File: src/rtl/ps2_key_pkg.sv
// Shared constants and types for the PS/2 set-2 key tracker.
// Holds the prefix byte values, slot indices, the slot code table,
// the FSM state encoding and the decoded key event payload.
package ps2_key_pkg;

    localparam int unsigned NUM_KEYS = 8;
    localparam int unsigned SLOT_W   = 3;
    localparam int unsigned CODE_W   = 8;

    localparam logic [CODE_W-1:0] PFX_EXT   = 8'hE0;
    localparam logic [CODE_W-1:0] PFX_BRK   = 8'hF0;
    localparam logic [CODE_W-1:0] PFX_PAUSE = 8'hE1;

    localparam logic [SLOT_W-1:0] SLOT_A     = 3'd0;
    localparam logic [SLOT_W-1:0] SLOT_D     = 3'd1;
    localparam logic [SLOT_W-1:0] SLOT_W_KEY = 3'd2;
    localparam logic [SLOT_W-1:0] SLOT_S     = 3'd3;
    localparam logic [SLOT_W-1:0] SLOT_R     = 3'd4;
    localparam logic [SLOT_W-1:0] SLOT_SPACE = 3'd5;
    localparam logic [SLOT_W-1:0] SLOT_LEFT  = 3'd6;
    localparam logic [SLOT_W-1:0] SLOT_RIGHT = 3'd7;

    // A scan code qualified by whether it followed an E0 prefix.
    typedef struct packed {
        logic              ext;
        logic [CODE_W-1:0] code;
    } key_code_t;

    // Fully resolved key event produced by the prefix decoder.
    typedef struct packed {
        logic      make;
        logic      brk;
        key_code_t key;
    } key_evt_t;

    typedef enum logic [2:0] {
        ST_IDLE    = 3'd0,
        ST_EXT     = 3'd1,
        ST_BRK     = 3'd2,
        ST_EXT_BRK = 3'd3,
        ST_SKIP    = 3'd4
    } state_t;

    // Code table: which {ext, code} pair each slot answers to.
    function automatic key_code_t slot_code(input logic [SLOT_W-1:0] slot);
        key_code_t k;
        case (slot)
            SLOT_A:     k = '{ext: 1'b0, code: 8'h1C};
            SLOT_D:     k = '{ext: 1'b0, code: 8'h23};
            SLOT_W_KEY: k = '{ext: 1'b0, code: 8'h1D};
            SLOT_S:     k = '{ext: 1'b0, code: 8'h1B};
            SLOT_R:     k = '{ext: 1'b0, code: 8'h2D};
            SLOT_SPACE: k = '{ext: 1'b0, code: 8'h29};
            SLOT_LEFT:  k = '{ext: 1'b1, code: 8'h6B};
            default:    k = '{ext: 1'b1, code: 8'h74};
        endcase
        return k;
    endfunction

endpackage

File: src/rtl/ps2_key_slot_lookup.sv
// Combinational map from a qualified scan code to a key slot.
// Ports:
//   key     in  {ext, code} to look up
//   hit_c   out 1 when the code belongs to one of the tracked slots
//   slot_c  out slot index (valid only with hit_c)
module ps2_key_slot_lookup
    import ps2_key_pkg::*;
(
    input  key_code_t         key,
    output logic              hit_c,
    output logic [SLOT_W-1:0] slot_c
);

    // Linear search of the slot table; ext must match as well as the code.
    always_comb begin
        hit_c  = 1'b0;
        slot_c = '0;
        for (int unsigned i = 0; i < NUM_KEYS; i++) begin
            if (!hit_c && (slot_code(SLOT_W'(i)) == key)) begin
                hit_c  = 1'b1;
                slot_c = SLOT_W'(i);
            end
        end
    end

endmodule

File: src/rtl/ps2_key_tracker.sv
// PS/2 set-2 key tracker: resolves E0/F0/E1 prefix sequences from ps2_rx
// bytes, keeps a held bitmap for 8 mapped keys and produces one-cycle
// press/release pulses with typematic repeats suppressed.
// Ports:
//   clk           system clock
//   reset         asynchronous active-high reset
//   rx_done_tick  one-cycle strobe, scan_code valid
//   scan_code     received byte
//   key_held      level per slot, key currently down
//   key_press     one-cycle pulse on first make of a key
//   key_release   one-cycle pulse on break of a held key
//   seq_error     one-cycle pulse on prefix timeout or unexpected prefix
module ps2_key_tracker
    import ps2_key_pkg::*;
#(
    parameter int unsigned TIMEOUT_CYC = 2_000_000,
    parameter int unsigned PAUSE_SKIP  = 7
) (
    input  logic                clk,
    input  logic                reset,
    input  logic                rx_done_tick,
    input  logic [CODE_W-1:0]   scan_code,
    output logic [NUM_KEYS-1:0] key_held,
    output logic [NUM_KEYS-1:0] key_press,
    output logic [NUM_KEYS-1:0] key_release,
    output logic                seq_error
);

    localparam int unsigned TMO_W  = (TIMEOUT_CYC > 2) ? $clog2(TIMEOUT_CYC) : 1;
    localparam int unsigned SKIP_W = (PAUSE_SKIP > 2) ? $clog2(PAUSE_SKIP) : 1;
    localparam logic [TMO_W-1:0]  TMO_LAST  = TMO_W'(TIMEOUT_CYC - 1);
    localparam logic [SKIP_W-1:0] SKIP_LOAD = SKIP_W'(PAUSE_SKIP - 1);

    state_t              state, state_nxt;
    logic [SKIP_W-1:0]   skip_cnt, skip_nxt;
    logic [TMO_W-1:0]    tmo_cnt, tmo_nxt;
    key_evt_t            evt_c;
    logic                err_c;
    logic                tmo_expire_c;
    logic                is_prefix_c;
    logic                hit_c;
    logic [SLOT_W-1:0]   slot_c;
    logic [NUM_KEYS-1:0] held_nxt, press_nxt, release_nxt;

    ps2_key_slot_lookup u_lookup (
        .key    (evt_c.key),
        .hit_c  (hit_c),
        .slot_c (slot_c)
    );

    // State register plus skip and timeout counters.
    always_ff @(posedge clk or posedge reset) begin
        if (reset) begin
            state    <= ST_IDLE;
            skip_cnt <= '0;
            tmo_cnt  <= '0;
        end else begin
            state    <= state_nxt;
            skip_cnt <= skip_nxt;
            tmo_cnt  <= tmo_nxt;
        end
    end

    // Next-state: prefix decoding, event generation and timeout handling.
    always_comb begin
        state_nxt   = state;
        skip_nxt    = skip_cnt;
        tmo_nxt     = tmo_cnt;
        evt_c       = '0;
        err_c       = 1'b0;
        is_prefix_c = (scan_code == PFX_EXT) || (scan_code == PFX_BRK) ||
                      (scan_code == PFX_PAUSE);
        // A byte arriving in the expiry cycle takes precedence over the timeout.
        tmo_expire_c = (state != ST_IDLE) && !rx_done_tick && (tmo_cnt == TMO_LAST);

        if (rx_done_tick) begin
            tmo_nxt = '0;
        end else if ((state != ST_IDLE) && (tmo_cnt != TMO_LAST)) begin
            tmo_nxt = tmo_cnt + TMO_W'(1);
        end

        if (rx_done_tick) begin
            case (state)
                ST_IDLE: begin
                    if (scan_code == PFX_EXT) begin
                        state_nxt = ST_EXT;
                    end else if (scan_code == PFX_BRK) begin
                        state_nxt = ST_BRK;
                    end else if (scan_code == PFX_PAUSE) begin
                        state_nxt = ST_SKIP;
                        skip_nxt  = SKIP_LOAD;
                    end else begin
                        evt_c.make     = 1'b1;
                        evt_c.key.code = scan_code;
                    end
                end
                ST_EXT: begin
                    if (scan_code == PFX_BRK) begin
                        state_nxt = ST_EXT_BRK;
                    end else if (is_prefix_c) begin
                        state_nxt = ST_IDLE;
                        err_c     = 1'b1;
                    end else begin
                        state_nxt      = ST_IDLE;
                        evt_c.make     = 1'b1;
                        evt_c.key.ext  = 1'b1;
                        evt_c.key.code = scan_code;
                    end
                end
                ST_BRK, ST_EXT_BRK: begin
                    state_nxt = ST_IDLE;
                    if (is_prefix_c) begin
                        err_c = 1'b1;
                    end else begin
                        evt_c.brk      = 1'b1;
                        evt_c.key.ext  = (state == ST_EXT_BRK);
                        evt_c.key.code = scan_code;
                    end
                end
                ST_SKIP: begin
                    if (skip_cnt == '0) begin
                        state_nxt = ST_IDLE;
                    end else begin
                        skip_nxt = skip_cnt - SKIP_W'(1);
                    end
                end
                default: state_nxt = ST_IDLE;
            endcase
        end else if (tmo_expire_c) begin
            state_nxt = ST_IDLE;
            err_c     = 1'b1;
        end
    end

    // Outputs: apply the resolved event to the held bitmap and pulse registers.
    always_comb begin
        held_nxt    = key_held;
        press_nxt   = '0;
        release_nxt = '0;
        if (hit_c) begin
            if (evt_c.make && !key_held[slot_c]) begin
                held_nxt[slot_c]  = 1'b1;
                press_nxt[slot_c] = 1'b1;
            end else if (evt_c.brk && key_held[slot_c]) begin
                held_nxt[slot_c]    = 1'b0;
                release_nxt[slot_c] = 1'b1;
            end
        end
    end

    // Registered outputs.
    always_ff @(posedge clk or posedge reset) begin
        if (reset) begin
            key_held    <= '0;
            key_press   <= '0;
            key_release <= '0;
            seq_error   <= 1'b0;
        end else begin
            key_held    <= held_nxt;
            key_press   <= press_nxt;
            key_release <= release_nxt;
            seq_error   <= err_c;
        end
    end

endmodule

File: config.mk
export PLATFORM = sky130hd
export DESIGN_NAME = ps2_key_tracker
export DESIGN_NICKNAME = d
export VERILOG_FILES = /design/src/rtl/ps2_key_pkg.sv /design/src/rtl/ps2_key_slot_lookup.sv /design/src/rtl/ps2_key_tracker.sv
export SDC_FILE = /design/constraint.sdc
export NUM_CORES = 1
export LEC_CHECK = 0
export ABC_AREA = 1
export CORE_MARGIN = 3
export CORE_UTILIZATION = 53
export CTS_CLUSTER_SIZE = 12
export DETAILED_ROUTE_END_ITERATION = 10
export PLACE_DENSITY = 0.75
export RECOVER_POWER = 25
export SETUP_SLACK_MARGIN = 0.02
export SYNTH_ARGS = -nofsm -noshare
export SYNTH_HDL_FRONTEND = slang
export SYNTH_HIERARCHICAL = 1
export SYNTH_SLANG_ARGS = --single-unit
export TNS_END_PERCENT = 5
File: constraint.sdc
create_clock -name clk -period 5.45 [get_ports clk]
set_input_delay 0.545 -clock clk [delete_from_list [all_inputs] [get_ports clk]]
set_output_delay 0.545 -clock clk [all_outputs]
set_load 0.01 [all_outputs]
# Yosys cells after proc, flatten, opt, wreduce, memory -nomap -nowiden
# Cells that the tools add are included.
[word_totals] ff_bits=52 latch_bits=0 mem_bits_rw=0 rom_bits=0 inputBits=11 elab_cells=134 memories=0
[classes] n_addsub=2 multipliers=0 n_div=0 order_cmp=2 eq_ne=23 shift=0 mux=62 n_bitwise=3 reduce_logical=35
[ops] op="$mux W8" n=10
[ops] op="$mux W21" n=2
[ops] op="$mux W3" n=14
[ops] op="$eq A5 B9 Y1 const A" n=3
[ops] op="$eq A6 B9 Y1 const A" n=3
[ops] op="$eq A8 B8 Y1 const B" n=3
[ops] op="$pmux W8 S3" n=1
[ops] op="$add A21 B1 Y21 const B" n=1
[ops] op="$eq A21 B21 Y1 const B" n=1
[ops] op="$mux W1" n=21
[ops] op="$ne A21 B21 Y1 const B" n=1
[ops] op="$eq A9 B9 Y1 const A" n=2
[ops] op="$mux W9" n=2
[ops] op="$logic_and A1 B1 Y1" n=13
[ops] op="$mux W11" n=1
[ops] op="$mux W10" n=1
[ops] op="$logic_not A1 Y1" n=9
[ops] op="$pmux W3 S3" n=1
[ops] op="$and A8 B8 Y8" n=1
[ops] op="$ne A2 B2 Y1 const B" n=4
[ops] op="$not A8 Y8" n=1
[ops] op="$or A8 B8 Y8" n=1
[ops] op="$reduce_bool A2 Y1" n=4
[ops] op="$eq A3 B2 Y1 const B" n=2
[ops] op="other kinds (19)" n=25

# Depth between registers and ports, before layout
[logic_depth] ltp_word=38 depth_mapped=20 mapped_depth_nobuf=20

# Modules after synthesis
# Netlist, hierarchy kept.
[modules_own_cells] mod="ps2_key_tracker" instances=1 cells_per_inst=431 area_per_inst_um2=3050.4
[modules_own_cells] mod="ps2_key_slot_lookup" instances=1 cells_per_inst=46 area_per_inst_um2=210.2

# Least setup slack after synthesis
# OpenSTA, ideal clock, no wires.
[synth_timing] kind="input to register" startpoint="input rx_done_tick" endpoint="register with a tool-made name" setup_time_ns=0.118 arrival_time_ns=3.015 t_required_ns=5.332 slack_ns=2.317 stages=18 n_path_buf=3 cell_sequence="buf_4 inv_2 buf_2 clkbuf_1 nor4_1 nand2_1 nor3_2 nand4_2 nand4_1 inv_1 nand3_1 nor2_1 nor2_1 nand2_1 nor2_2 inv_1 nand3_1 nand2_1"
[synth_rtl] item="start, declared" line="ps2_key_tracker.sv:21" text="input logic rx_done_tick,"

==> results by stage <==
Status:
- The flow ran to the end, but the final reports show violations.
- The checks that failed: capacitance limit, slew limit.

Clock tree:
- For the worst-skew pair, the clock arrives at the later sink with an insertion delay of 310 ps.
- The clock transition at the registers of the reported paths is 110 ps.
- Once the clock tree was built, the resizer swapped 0 gates to a different size.
- The level count of the clock H-tree is 2.
- TritonCTS built the clock tree.
- The number of setup buffers added after CTS is 0.
- Counting the buffers created by CTS gives 5.
- The clock passes through at most 2 buffers.
- The root cell of the clock tree is clkbuf_8.
- After clock tree synthesis, the flow added hold-fix buffers numbering 0.
- The count of clock tree sinks is 52.

STA:
- The post-route clock period utilization is 73.40%.
- The transition time at the pin with the least slew margin is 1962 ps.
- The worst pin sits at a relative slew slack of -30.93%.
- Setup repair after global routing left no endpoint under its margin.
- Based on the critical path, the design can be clocked at up to 0.2500 GHz.
- The sum of negative setup slack is 0 ps.
- Setup violations remaining at the end of the flow were counted as 0.
- The number of endpoints with negative hold slack in the final report is 0.
- The worst-case clock skew is 10.41 ps.
- The final-report max-slew violation count came to 53.
- The final period demand of the worst path is 4000 ps.

Global routing:
- Global routing used 33.44% of the available met1 tracks.
- Global routing used 32.78% of the available met2 tracks.
- For this run, global-route usage on met3 was measured as 2.748%.
- The global-route layer with the greatest usage is met1.
- The global-route wire length before repair is 13.03 mm.
- The total overflow left after global routing is 0.
- The total track usage is 21.81%.
- Entering global routing, the biggest net connects 53 pins.
- The initial antenna violation count came to 0.
- The via count of the first global-routing pass is 2,807.

Routing:
- For this block, the via count after detailed routing is 3,163.
- Once detail routing completed, the nets flagged for antenna violations numbered 0.
- After detailed routing, the total wire length is 7.412 mm.
- For this run, design rule violations remaining after detail routing come to 0.
- The first-pass detailed-route iteration total is 5.
- Dividing the detail-routed via count by the number of cells gives 5.388.
- After detailed routing, the average wire length per cell comes to 12.63 µm.
- The first routing iteration left 259 violations.

Setup path:
- The launching element type of the critical path is an input port.
- The number of buffer and inverter stages on the critical path is 5.
- Of all nets on the critical path, the largest fanout is 20.
- The largest single stage delay on the critical path is 700 ps.
- The nature of the critical path endpoint is a flip-flop.
- The number of cells on the worst reg-to-reg path is 16.
- The minimum setup slack among reg-to-reg paths is 2240 ps.
- The launching element of the worst setup path is rx_done_tick.
- The data required time of the critical path is 5660 ps.
- The worst setup path is of the in2reg kind.
- The reg-to-reg critical path startpoint is state[2].
- The top cell family by delay on the critical path is simple AND/OR/NAND/NOR gates.
- The critical path goes through clkdlybuf4s50_1 > inv_2 > nor2_4 > inv_1 > nor3_1 > nand2_1 > nor3_1 > nand4_1 > nand4_1 > inv_1 > nand3_1 > nor2_1 > nor2_1 > nand2_1 > nor2_2 > inv_1 > nand3_1 > nand2_1.
- Among all stages on the critical path, the largest delay is contributed by clkdlybuf4s50_1.
- The critical path data arrival time is 4210 ps.

Die:
- Pin placement for this block handled 36 I/O pins.
- From bottom edge to top edge, the die measures 84.44 µm.
- The placement row count is 27.
- The die width is 84.44 µm.
- The die covers 7129 µm².
- For this configuration, the core starts out at a cell density of 56.78%.
- The area of the core is 5743 µm².

Yosys:
- The synthesized netlist contains 36 unique library cells.
- In the synthesized netlist the dominant register cell turns out to be dfrtp_1.
- The synthesis warning total is 6.
- The commonest cells after synthesis are nand2_1 (139), nor2_1 (73), inv_1 (64).
- The most common cell in the synthesized netlist is nand2_1.
- After synthesis, the cell types taking the most area are dfrtp_1 (40%), nand2_1 (16%), nand3_1 (9.4%).
- The biggest area contributor in the post-synthesis netlist is dfrtp_1.
- Synthesis produced 477 cells.
- The fraction of synthesis flops using an asynchronous set or reset pin is 100.0%.
- The top cell type by area accounts for 39.91% of the synthesized area.
- The synthesized area is 3261 µm².
- The post-synthesis net count is 491.
- Each instance of the synthesized netlist takes up on average 6.836 µm².
- The flop and latch count out of synthesis is 52.
- In this run, synthesis inferred 0 flip-flops with an integrated enable.
- The sequential area share after synthesis is 39.91%.

Power and ir drop:
- Sequential cells burn 46.4% of the power.
- In this run switching power makes up 37.64% of total power.
- The design internal power is 0.5859 mW.
- The share of power burned in the clock network is 24.5%.
- Combinational logic is responsible for 29.2% of the overall power.
- The peak ir drop on the vdd network is 0.1890 mV.
- In this run the power spent charging and discharging nets is 0.3537 mW.
- The power density of the placed cells is 250.8 nW/µm².
- In this run the static leakage power is 1.914 nW.

Finish:
- The synthesis-to-finish area growth is 14.89%.
- The net count of the finished layout is 528.
- The number of standard cells in the final layout excluding fillers is 587.
- Cells with a size suffix above 1 make up 6.214% of the layout.
- The antenna diode instance count is 0.

Placed design:
- Routability-driven placement finished with a final weighted congestion of 0.9510.
- During placement, the flow inserted port buffers numbering 35.
- The sum of net half-perimeters after detailed placement is 5.620 mm.
- The number of cells after detailed placement is 579.

Job:
- The tool flagged a number of max-cap violations equal to 1.

Worst hold path:
- The path category of the worst min-delay check is reg2reg.
- The hold path depth is 2.
[cell usage in the layout, fill, tap and decap left out, types with 2 or more instances in the layout]
master | netlist | routed
dfrtp_1 | 52 | 52
nor2_2 | 3 | 3
or2_2 | 2 | 2
clkbuf_8 | 0 | 5
inv_1 | 64 | 64
nor2_1 | 73 | 73
nor4_1 | 2 | 2
nand4_1 | 14 | 14
ha_1 | 3 | 3
nand2_2 | 11 | 11
xor2_1 | 6 | 6
nand3b_1 | 2 | 2
xnor2_1 | 2 | 2
nor3_1 | 6 | 6
clkdlybuf4s50_1 | 0 | 34
clkinvlp_4 | 0 | 2
nand3_1 | 61 | 61
a21oi_1 | 2 | 2
o21ai_0 | 16 | 16
nand2_1 | 139 | 139
[worst min-delay path, stage by stage (launching register included)]
cell and delay, ps:
dfrtp_1 380, nand2_1 60, nand2_1 50
[area by class of cell]
class                      instances  area [µm²]
sequential                        52        1301
fill                             537        1997
inverter                          66       255.2
clock buffer                       5       68.82
clock inverter                     3       23.77
multi-input combinational        354        1657
tap                               72       90.09
timing repair buffer              35       350.3
[kinds of logic (layout without fill, tap and decap cells)]
logic type      after synthesis  after routing  share of synthesized area (%)
simple gates                322            322                          44.09
buf+inv                      71            109                          9.286
flops                        52             52                          39.91
compound gates               21             21                          3.416
xor+xnor                      8              8                          2.149
fa+ha+maj                     3              3                          1.151
[power groups by stage]
stage               combinational (mW)  clock, mW  sequential (mW)
finish                           0.274      0.230            0.436
global route                     0.313      0.250            0.441
global placement                 0.267          0            0.443
CTS                              0.274      0.237            0.436
floorplan                        0.219          0            0.440
detailed placement               0.273          0            0.443
[metal layers]
| metal | wire length [µm] | share of wire [%] |
|---|---|---|
| met3 | 551 | 7.4 |
| met2 | 3162 | 43 |
| met5 | 0 | 0 |
| met4 | 74 | 1.0 |
| met1 | 3623 | 49 |
[metrics by stage]
stage | total power, mW | setup WS [ps] | hold slack (ps) | cell area [µm²] | utilization (%)
after detailed placement | 0.7159 | 1162 | 487.6 | 3654 | 63.62
after global routing | 1.004 | 1092 | 537.2 | 3746 | 65.23
after CTS | 0.9463 | 1465 | 514.2 | 3746 | 65.23
after global placement | 0.7102 | 1263 | 472.4 | 3654 | 63.62
final | 0.9396 | 1450 | 510.3 | 3746 | 65.23
after floorplan | 0.6590 | 2317 | 453.0 | 3261 | -
[worst max-delay path by stage]
stage,endpoint,slack (ps),cells after the start
6_report,flip-flop,1450,18
5_1_grt,flip-flop,1090,18
4_1_cts,flip-flop,1470,18
3_5_place_dp,flip-flop,1160,18
3_3_place_gp,flip-flop,1260,18
2_1_floorplan,flip-flop,2320,18
Power figures use the tool's default switching activity.
